## config.mk

```make
export PLATFORM = sky130hd
export DESIGN_NAME = load_store_unit
export DESIGN_NICKNAME = d
export VERILOG_FILES = /design/src/rtl/load_store_unit.sv
export SDC_FILE = /design/constraint.sdc
export NUM_CORES = 1
export LEC_CHECK = 0
export ABC_AREA = 1
export CAP_MARGIN = 25
export CORE_MARGIN = 10
export CORE_UTILIZATION = 48
export DETAILED_ROUTE_END_ITERATION = 7
export PLACE_DENSITY = 0.86
export SETUP_SLACK_MARGIN = 0.5
export SYNTH_ARGS = -nofsm -noshare
export SYNTH_HDL_FRONTEND = slang
export SYNTH_SLANG_ARGS = --single-unit
export TNS_END_PERCENT = 100
```

## constraint.sdc

```tcl
create_clock -name clk -period 2.7 [get_ports clk]
set_input_delay 0.54 -clock clk [delete_from_list [all_inputs] [get_ports clk]]
set_output_delay 0.54 -clock clk [all_outputs]
set_load 0.02 [all_outputs]
```

## src/rtl/load_store_unit.sv

```systemverilog
// Load/store unit: sizes, aligns and extends memory accesses over a
// simple req/ack bus, with misalignment faults and an ack timeout.
module load_store_unit #(
    parameter int TIMEOUT = 255
) (
    input  logic        clk,
    input  logic        rst,
    input  logic        mem_rd_en,
    input  logic        mem_wr_en,
    input  logic [1:0]  mem_type,
    input  logic        mem_signed,
    input  logic [31:0] addr,
    input  logic [31:0] wr_data,
    output logic [31:0] rd_data,
    output logic        stall,
    output logic        done,
    output logic        err,
    output logic        bus_req,
    output logic        bus_we,
    output logic [31:0] bus_addr,
    output logic [3:0]  bus_be,
    output logic [31:0] bus_wdata,
    input  logic [31:0] bus_rdata,
    input  logic        bus_ack
);

    typedef enum logic [1:0] {IDLE, REQ, DONE} state_e;

    localparam logic [1:0] MEM_BYTE     = 2'b00;
    localparam logic [1:0] MEM_HALFWORD = 2'b01;
    localparam logic [7:0] LAST         = 8'(TIMEOUT - 1);

    state_e      state_q, state_d;
    logic [31:0] addr_q, addr_d;
    logic [31:0] wdata_q, wdata_d;
    logic [31:0] rd_q, rd_d;
    logic [1:0]  type_q, type_d;
    logic        sgn_q, sgn_d;
    logic        we_q, we_d;
    logic        err_q, err_d;
    logic [7:0]  cnt_q, cnt_d;

    logic [3:0]  be;
    logic [31:0] wd;
    logic [31:0] ld;
    logic [31:0] shifted;
    logic [15:0] half;
    logic        fault;
    logic        req;

    assign req   = mem_rd_en | mem_wr_en;
    assign fault = (mem_rd_en & mem_wr_en)
                 | ((mem_type == MEM_HALFWORD) & addr[0])
                 | (mem_type[1] & (addr[1:0] != 2'b00));

    // Lane steering uses only latched request fields
    always_comb begin
        shifted = bus_rdata >> {addr_q[1:0], 3'b000};
        half    = addr_q[1] ? bus_rdata[31:16] : bus_rdata[15:0];
        be      = 4'b1111;
        wd      = wdata_q;
        ld      = bus_rdata;
        unique case (1'b1)
            (type_q == MEM_BYTE): begin
                be = 4'b0001 << addr_q[1:0];
                wd = {4{wdata_q[7:0]}};
                ld = {{24{sgn_q & shifted[7]}}, shifted[7:0]};
            end
            (type_q == MEM_HALFWORD): begin
                be = 4'b0011 << {addr_q[1], 1'b0};
                wd = {2{wdata_q[15:0]}};
                ld = {{16{sgn_q & half[15]}}, half};
            end
            default: ;
        endcase
    end

    always_comb begin
        state_d = state_q;
        addr_d  = addr_q;
        wdata_d = wdata_q;
        type_d  = type_q;
        sgn_d   = sgn_q;
        we_d    = we_q;
        err_d   = err_q;
        rd_d    = rd_q;
        cnt_d   = cnt_q;
        stall   = 1'b0;
        unique case (state_q)
            IDLE: begin
                if (req) begin
                    stall   = 1'b1;
                    addr_d  = addr;
                    wdata_d = wr_data;
                    type_d  = mem_type;
                    sgn_d   = mem_signed;
                    we_d    = mem_wr_en;
                    err_d   = fault;
                    rd_d    = 32'h0;
                    cnt_d   = 8'h0;
                    state_d = fault ? DONE : REQ;
                end
            end
            REQ: begin
                stall = 1'b1;
                if (bus_ack) begin
                    state_d = DONE;
                    err_d   = 1'b0;
                    rd_d    = we_q ? 32'h0 : ld;
                end else if (cnt_q == LAST) begin
                    state_d = DONE;
                    err_d   = 1'b1;
                    rd_d    = 32'h0;
                end else begin
                    cnt_d = cnt_q + 8'd1;
                end
            end
            DONE: state_d = IDLE;
            default: state_d = IDLE;
        endcase
    end

    always_ff @(posedge clk) begin
        if (rst) begin
            state_q <= IDLE;
            addr_q  <= 32'h0;
            wdata_q <= 32'h0;
            rd_q    <= 32'h0;
            type_q  <= 2'b00;
            sgn_q   <= 1'b0;
            we_q    <= 1'b0;
            err_q   <= 1'b0;
            cnt_q   <= 8'h0;
        end else begin
            state_q <= state_d;
            addr_q  <= addr_d;
            wdata_q <= wdata_d;
            rd_q    <= rd_d;
            type_q  <= type_d;
            sgn_q   <= sgn_d;
            we_q    <= we_d;
            err_q   <= err_d;
            cnt_q   <= cnt_d;
        end
    end

    assign bus_req   = (state_q == REQ);
    assign bus_we    = bus_req & we_q;
    assign bus_addr  = bus_req ? {addr_q[31:2], 2'b00} : 32'h0;
    assign bus_be    = bus_req ? be : 4'h0;
    assign bus_wdata = bus_req ? wd : 32'h0;
    assign done      = (state_q == DONE);
    assign err       = done & err_q;
    assign rd_data   = rd_q;

endmodule

```

# After elaboration in Yosys (flattened, before gate mapping)
# Cells that the tools add are included.
[classes] add_sub_neg=1 eq_ne=9 shifts=3 muxes=27 bitwise=10 reduce_logical=8
[ops] operator="$mux W32" count=6
[ops] operator="$pmux W32 S2" count=3
[ops] operator="$shr A32 B5 Y8" count=1
[ops] operator="$mux W8" count=3
[ops] operator="$mux W16" count=1
[ops] operator="$pmux W8 S2" count=1
[ops] operator="$add A8 B1 Y8 const B" count=1
[ops] operator="$eq A8 B8 Y1 const B" count=1
[ops] operator="$mux W2" count=4
[ops] operator="$pmux W4 S2" count=1
[ops] operator="$and A1 B1 Y1" count=7
[ops] operator="$eq A2 B1 Y1 const B" count=3
[ops] operator="$ne A2 B2 Y1 const B" count=3
[ops] operator="$logic_not A2 Y1" count=2
[ops] operator="$mux W1" count=4
[ops] operator="$mux W4" count=1
[ops] operator="$pmux W1 S2" count=2
[ops] operator="$pmux W2 S2" count=1
[ops] operator="$reduce_and A2 Y1" count=2
[ops] operator="$reduce_and A4 Y1" count=1
[ops] operator="$reduce_bool A2 Y1" count=2
[ops] operator="$shl A1 B2 Y4 const A" count=1
[ops] operator="$shl A2 B2 Y4 const A" count=1
[ops] operator="$ne A3 B1 Y1 const B" count=1
[ops] operator="3 further kinds" count=5
[word_totals] register_bits=111 inputBits=104 output_inout_bits=105 word_cells=67

# Logic depth before layout (Yosys ltp)
# Gate-level depths: netlist of the first run.
[logic_depth] word_depth=7 mapped_depth=11 depth_no_buf=11

# Worst setup path before layout of the first run
# OpenSTA, ideal clock, no wires.
[synth_path] kind="reg-to-output" startpoint="register state_q[0]" endpoint="output port bus_wdata[16]" arrival_time_ns=1.446 t_required_ns=2.160 slack_ns=0.714 stages_incl_launch_ff=6 path_buffers=1 cell_sequence="dfxtp_1 inv_2 nor2_8 clkbuf_1 o21ai_0 a21oi_1"
[synth_between] elab_chain_len=2
[synth_rtl] item="start, declared" line_no="33" source="state_e state_q, state_d;"
[synth_rtl] item="start signal, assigned" line_no="135" source="state_q <= state_d;"
[synth_rtl] item="$eq A2 B1 Y1" line_no="147" source="assign bus_req = (state_q == REQ);"
[synth_rtl] item="net bus_req" line_no="18" source="output logic bus_req,"
[synth_rtl] item="$mux W32" line_no="151" source="assign bus_wdata = bus_req ? wd : 32'h0;"
[synth_rtl] item="end, declared" line_no="22" source="output logic [31:0] bus_wdata,"
# The timed path passes the listed nets, and every way through them passes these cells.

# Final worst setup path of the first run
[layout_path] startpoint="register state_q[0]" endpoint="output port bus_wdata[18]"
[layout_between] elab_chain_len=2
[layout_rtl] item="$eq A2 B1 Y1" line_no="147"
[layout_rtl] item="$mux W32" line_no="151"
# No other way between the ends.

==> results_dict.tcl, run 1 <==
set metrics [dict create \
    initial_core_util 0.497 \
    drcViolationCount 0 \
    final-setup-viol-count 0 \
    post-synth-top-area-cell "dfxtp_1" \
    min_period_over_period 0.791 \
    die-area_mm2 0.0160 \
    die_x_um 127 \
    core_area_mm2 0.0110 \
    cp_cell_sequence "inv_2, nor2_8, buf_12, o21ai_0, a21oi_1, buf_2" \
    ys_ff_latch 111 \
    antenna_left 0 \
    critPathCaptureType "output port" \
    slowest_delay_ns 0.36 \
    power.internal_mw 2.87 \
    critical_path.max_fanout 14 \
    io_buffers 206 \
    criticalPathCategory "flop to output port" \
    synth.area.top_cells "dfxtp_1 (41%), a21oi_1 (10%), nor2_1 (10%)" \
    synthXorXnorAreaFrac 0.00161 \
    required_ns 2.16 \
    htree_levels 3 \
    ir_drop_uv 334 \
    n_fill_cell 955 \
    min_path_type "flop to flop" \
    drv_cap 0 \
    drt_iter0_drc 556 \
    fin_nets 1108 \
    rows 38 \
    clkPwrFrac 0.307 \
    power.switching_mw 1.45 \
    yosys.area_share.simple 0.250 \
    hold_viol_final 0 \
    status "completed" \
    yosys.area.top_type_share 0.407 \
    synthAdderAreaFrac 0.00459 \
    grt_pass1_vias 5640 \
    drv_slew 0 \
    grt_first_pass_wirelength_um 28700 \
    ys_seq_area_frac 0.407 \
    async_flop_share 0 \
    synth.mux.area_fraction 0 \
    post_drt_wl_per_cell_um 16.0 \
    place.gp.congestion 0.856 \
    ys_types 33 \
    wl_um 18400 \
    layout-drive-gt1-share 0.102 \
    skew_ns 0.0115 \
    synth_top_family_by_area "simple AND/OR/NAND/NOR gates" \
    fp.dieH_um 127 \
    viasPerCell 5.21 \
    cts_buffers 9 \
    dp.cells 1127 \
    synth_flop_cell "dfxtp_1" \
    synthCells 821 \
    clock-root-buffer "clkbuf_16" \
    cp_slowest_cell "dfxtp_2" \
    cts_tree "yes" \
    cts.clk_slew.worst_paths_ns 0.08 \
    syn2layout_area_growth_pct 41.4 \
    gr-usage-all-layers 0.216 \
    p_seq_frac 0.431 \
    instances_no_fill 1147 \
    post_synth.cell_area_avg_um2 6.64 \
    synth_compound_area_frac 0.221 \
    period_minus_slack_ns 2.14 \
    synth_area_mm2 0.00545 \
    placedInstanceArea_mm2 0.00753 \
    finalWorstSetupSlack_ns 0.564 \
    postCtsHoldBufs 0 \
    diodes 0 \
    grt-ovfl-total 0 \
    max_freq_ghz 0.468 \
    multi_input_area_mm2 0.00262 \
    ioPinCount 209 \
    cellPowerDensity_mw_per_mm2 560 \
    vias 5974 \
    hpwl_um 13600 \
    fin_tns_setup_ns 0 \
    firstDrtPassIters 6 \
    switching_share 0.335 \
    rsz0062_at_grt "true" \
    startpoint_type "flop" \
    place_ws_ns 0.131 \
    insertion_delay_ns 0.35 \
    clkSinkCount 111 \
    total_power_mw 4.32 \
    design_area_mm2 0.00771 \
    antenna_found_initial 0 \
    worstPathArrival_ns 1.60 \
    combPwrFrac 0.263 \
    grt_start_max_net_pins 112 \
    clk_path_buf_depth 2 \
    regArea_mm2 0.00222 \
    synth_warnings 0 \
    synth_edf_count 0 \
    leakage_nw 3.34 \
]
## metal layers
| metal | vias to the layer above | global-route usage | share of wire |
|---|---|---|---|
| met1 | 2705 | 0.252 | 0.40 |
| met3 | 16 | 0.112 | 0.13 |
| met4 | 0 | 0.0509 | 0.013 |
| met5 | - | 0 | 0 |
| met2 | 258 | 0.345 | 0.45 |
| li1 | 2995 | - | - |
## logic make-up (layout without fill, tap and decap cells)
family | count (synthesis) | count (layout)
flops | 111 | 111
buf+inv | 144 | 329
fa+ha+maj | 2 | 2
simple gates | 329 | 329
xor+xnor | 1 | 1
other cells | 1 | 2
compound gates | 233 | 233
## power groups by stage
| stage | Clock [mW] | Sequential (mW) | Combinational [mW] |
|---|---|---|---|
| floorplan | 0 | 1.88 | 0.727 |
| global placement | 0 | 1.89 | 1.12 |
| detailed placement | 0 | 1.89 | 1.14 |
| CTS | 1.34 | 1.86 | 1.14 |
| global route | 1.41 | 1.87 | 1.26 |
| finish | 1.32 | 1.86 | 1.13 |
## path summary, 6_finish.rpt
path / startpoint / to / slack, ns / cells past startpoint
setup / recovery: state_q[0] / bus_wdata[18] / 0.56 / 6
hold / removal: addr_q[24] / addr_q[24] / 0.46 / 2
setup reg to reg: state_q[1] / wdata_q[20] / 0.87 / 7
hold reg to reg: addr_q[24] / addr_q[24] / 0.46 / 2
## timing repair
item	CTS	global route
hold endpoints to repair	0	0
pin swaps	1	1
buffers inserted	4	0
resized for setup	166	44
setup endpoints to repair	70	57
cloned	0	0
## cells in the mapped netlist, types with 3 or more instances
cell / n
a21oi_1: 111
buf_2: 12
buf_4: 6
buf_6: 5
clkbuf_1: 27
dfxtp_1: 111
inv_1: 81
inv_2: 7
nand2_1: 141
nand2_2: 3
nand3_1: 22
nand4_1: 5
nor2_1: 146
nor3_1: 3
o211ai_1: 7
o21ai_0: 104
o22ai_1: 8
## registers in the layout, summed over array words and instances, names as in the netlist
signal / count
state_q: 2
err_q: 1
we_q: 1
rd_data: 32
wdata_q: 32
type_q: 2
sgn_q: 1
cnt_q: 8
addr_q: 32
## final cells by class
| class | count | share of cell area |
|---|---|---|
| clock buffers | 9 | 0.0292 |
| clock inverters | 7 | 0.0101 |
| well taps | 140 | 0.0227 |
| inverters | 92 | 0.0469 |
| repair buffers | 221 | 0.263 |
| multi-input cells | 567 | 0.340 |
| flip-flops and latches | 111 | 0.288 |
## through the flow
step / utilization / hold slack [ns]
final: 0.702 / 0.459
after global placement: 0.686 / 0.440
after CTS: 0.713 / 0.460
after global routing: 0.702 / 0.479
after detailed placement: 0.686 / 0.446
after floorplan: - / 0.430
## cells in the final DEF (no fill, tap or decap), types with 9 or more instances in the layout
cell type and count:
a21oi_1 111, buf_2 21, buf_4 13, clkbuf_16 9
clkbuf_2 15, clkdlybuf4s50_1 135, dfxtp_1 110, dlygate4sd2_1 18
inv_1 81, nand2_1 140, nand3_1 22, nor2_1 146
o21ai_0 99
## worst max-delay path, delay by kind of cell (launching register included)
kind | cells | cell delay, ns
AO/OA/AOI/OAI | 2 | 0.27
buffers and inverters | 3 | 0.44
flip-flops | 1 | 0.36
AND/OR/NAND/NOR | 1 | 0.17
Note: power is estimated with default switching activity, not from simulation.
==> inputs of run 2 (changes only) <==
--- a/config.mk
+++ b/config.mk
@@ -8,9 +8,9 @@
 export ABC_AREA = 1
 export CAP_MARGIN = 25
 export CORE_MARGIN = 10
-export CORE_UTILIZATION = 48
+export CORE_UTILIZATION = 44
 export DETAILED_ROUTE_END_ITERATION = 7
-export PLACE_DENSITY = 0.86
+export PLACE_DENSITY = 0.8
 export SETUP_SLACK_MARGIN = 0.5
 export SYNTH_ARGS = -nofsm -noshare
 export SYNTH_HDL_FRONTEND = slang
==> constraint.sdc (replaced) <==
create_clock -name clk -period 2.2 [get_ports clk]
set_input_delay 0.44 -clock clk [delete_from_list [all_inputs] [get_ports clk]]
set_output_delay 0.44 -clock clk [all_outputs]
set_load 0.02 [all_outputs]
==> results_dict.tcl, run 2 (synthesis gave the netlist of run 1 again) <==
set metrics [dict create \
    firstDrtPassIters 5 \
    drcViolationCount 0 \
    power.internal_mw 3.79 \
    gr-usage-all-layers 0.215 \
    reg2reg_to "cnt_q[4]" \
    diodes 0 \
    htree_levels 3 \
    startpoint_type "flop" \
    syn2layout_area_growth_pct 62.2 \
    period_minus_slack_ns 1.98 \
    ioPinCount 209 \
    layout-drive-gt1-share 0.206 \
    max_freq_ghz 0.505 \
    critPathCaptureType "output port" \
    critical_path.max_fanout 6 \
    die-area_mm2 0.0172 \
    insertion_delay_ns 0.35 \
    min_period_over_period 0.901 \
    final_cell_mix "nand2_1 (138), nor2_1 (123), dfxtp_1 (106)" \
    regArea_mm2 0.00223 \
    criticalPathCategory "flop to output port" \
    cts_tree "yes" \
    place.gp.congestion 0.872 \
    combPwrFrac 0.331 \
    initial_core_util 0.452 \
    multi_input_area_mm2 0.00294 \
    clkSinkCount 111 \
    worstPathArrival_ns 1.54 \
    cts_buffers 9 \
    rsz0062_at_grt "true" \
    grt-ovfl-total 0 \
    core_area_mm2 0.0121 \
    switching_share 0.341 \
    status "completed" \
    placedInstanceArea_mm2 0.00778 \
    final_common_cell "nand2_1" \
    hold_viol_final 0 \
    cts.clk_slew.worst_paths_ns 0.07 \
    post_drt_wl_per_cell_um 17.8 \
    hpwl_um 14400 \
    viasPerCell 5.20 \
    r2r_slack_ns 0.37 \
    hold_path_depth 2 \
    min_to "addr_q[14]" \
    power.switching_mw 1.96 \
    p_seq_frac 0.400 \
    final-setup-viol-count 0 \
    grt_first_pass_wirelength_um 30800 \
    die_x_um 131 \
    antenna_left 0 \
    clock-root-buffer "clkbuf_16" \
    rows 40 \
    design_area_mm2 0.00885 \
    ff2ff_path_depth 11 \
    wl_um 21600 \
    clk_path_buf_depth 2 \
    hold_start "addr_q[14]" \
    io_buffers 206 \
    grt_start_max_net_pins 85 \
    n_fill_cell 922 \
    cellPowerDensity_mw_per_mm2 649 \
    leakage_nw 4.23 \
    drv_cap 0 \
    clkPwrFrac 0.270 \
    skew_ns 0.00641 \
    grt_pass1_vias 5851 \
    postCtsHoldBufs 0 \
    reg2reg_from "state_q[0]" \
    drt_iter0_drc 562 \
    drv_slew 0 \
    total_power_mw 5.75 \
    vias 6316 \
    ir_drop_uv 607 \
    min_path_type "flop to flop" \
    fp.dieH_um 131 \
    fin_nets 1147 \
    required_ns 1.76 \
    antenna_found_initial 0 \
]
-- run 2: how the worst max path moves through the flow --
stage          slack (ns)  depth (start not counted)       endpoint       start
2_1_floorplan        0.44                          5  bus_wdata[30]   type_q[1]
3_3_place_gp        -0.09                          6          stall   mem_wr_en
3_5_place_dp        -0.11                          6          stall   mem_wr_en
4_1_cts              0.22                          7   bus_addr[17]  state_q[0]
5_1_grt              0.17                          7   bus_addr[24]  state_q[0]
6_report             0.22                          7  bus_wdata[28]   type_q[1]
-- run 2: worst max-delay path: stages, from the launching register on --
cell and delay [ns]:
dfxtp_4 0.38, inv_8 0.05, buf_12 0.13, nand2_8 0.08, clkbuf_4 0.19, o22ai_2 0.08
nor2_1 0.12, buf_4 0.16
-- run 2: per-layer routing --
layer	vias up	routed length [µm]	part of all wire	track usage
met2	315	10000	0.46	0.341
met3	39	2510	0.12	0.116
met5	-	0	0	0
met1	2879	8530	0.39	0.246
li1	3083	-	-	-
met4	0	569	0.026	0.0606
-- run 2: power by group through the flow --
stage               clock (mW)  combinational, mW  sequential (mW)
global placement             0               1.48             2.32
global route              1.64               2.05             2.31
detailed placement           0               1.50             2.32
finish                    1.55               1.90             2.30
floorplan                    0              0.904             2.31
CTS                       1.56               1.56             2.29
-- run 2: layout make-up --
class / count / area share
clock buffers: 10 / 0.0259
clock inverters: 6 / 0.00523
inverters: 92 / 0.0450
multi-input cells: 567 / 0.333
flip-flops and latches: 111 / 0.252
well taps: 168 / 0.0238
repair buffers: 260 / 0.315
-- run 2: through the flow --
stage,worst slack [ns],hold slack [ns],std cells,TNS (ns),util
3_5_place_dp,-0.113,0.442,1170,-0.113,0.645
6_report,0.219,0.458,1214,0,0.733
3_3_place_gp,-0.0917,0.438,1170,-0.0917,0.645
4_1_cts,0.222,0.453,1193,0,0.672
5_1_grt,0.168,0.474,1214,0,0.733
2_1_floorplan,0.445,0.430,822,0,-
-- run 2: repair_timing --
| action | 4_1_cts | 5_1_grt |
|---|---|---|
| endpoints found under the setup margin | 206 | 207 |
| gates cloned | 0 | 6 |
| resized for setup | 402 | 145 |
| buffers inserted | 7 | 15 |
| pin swaps | 1 | 11 |
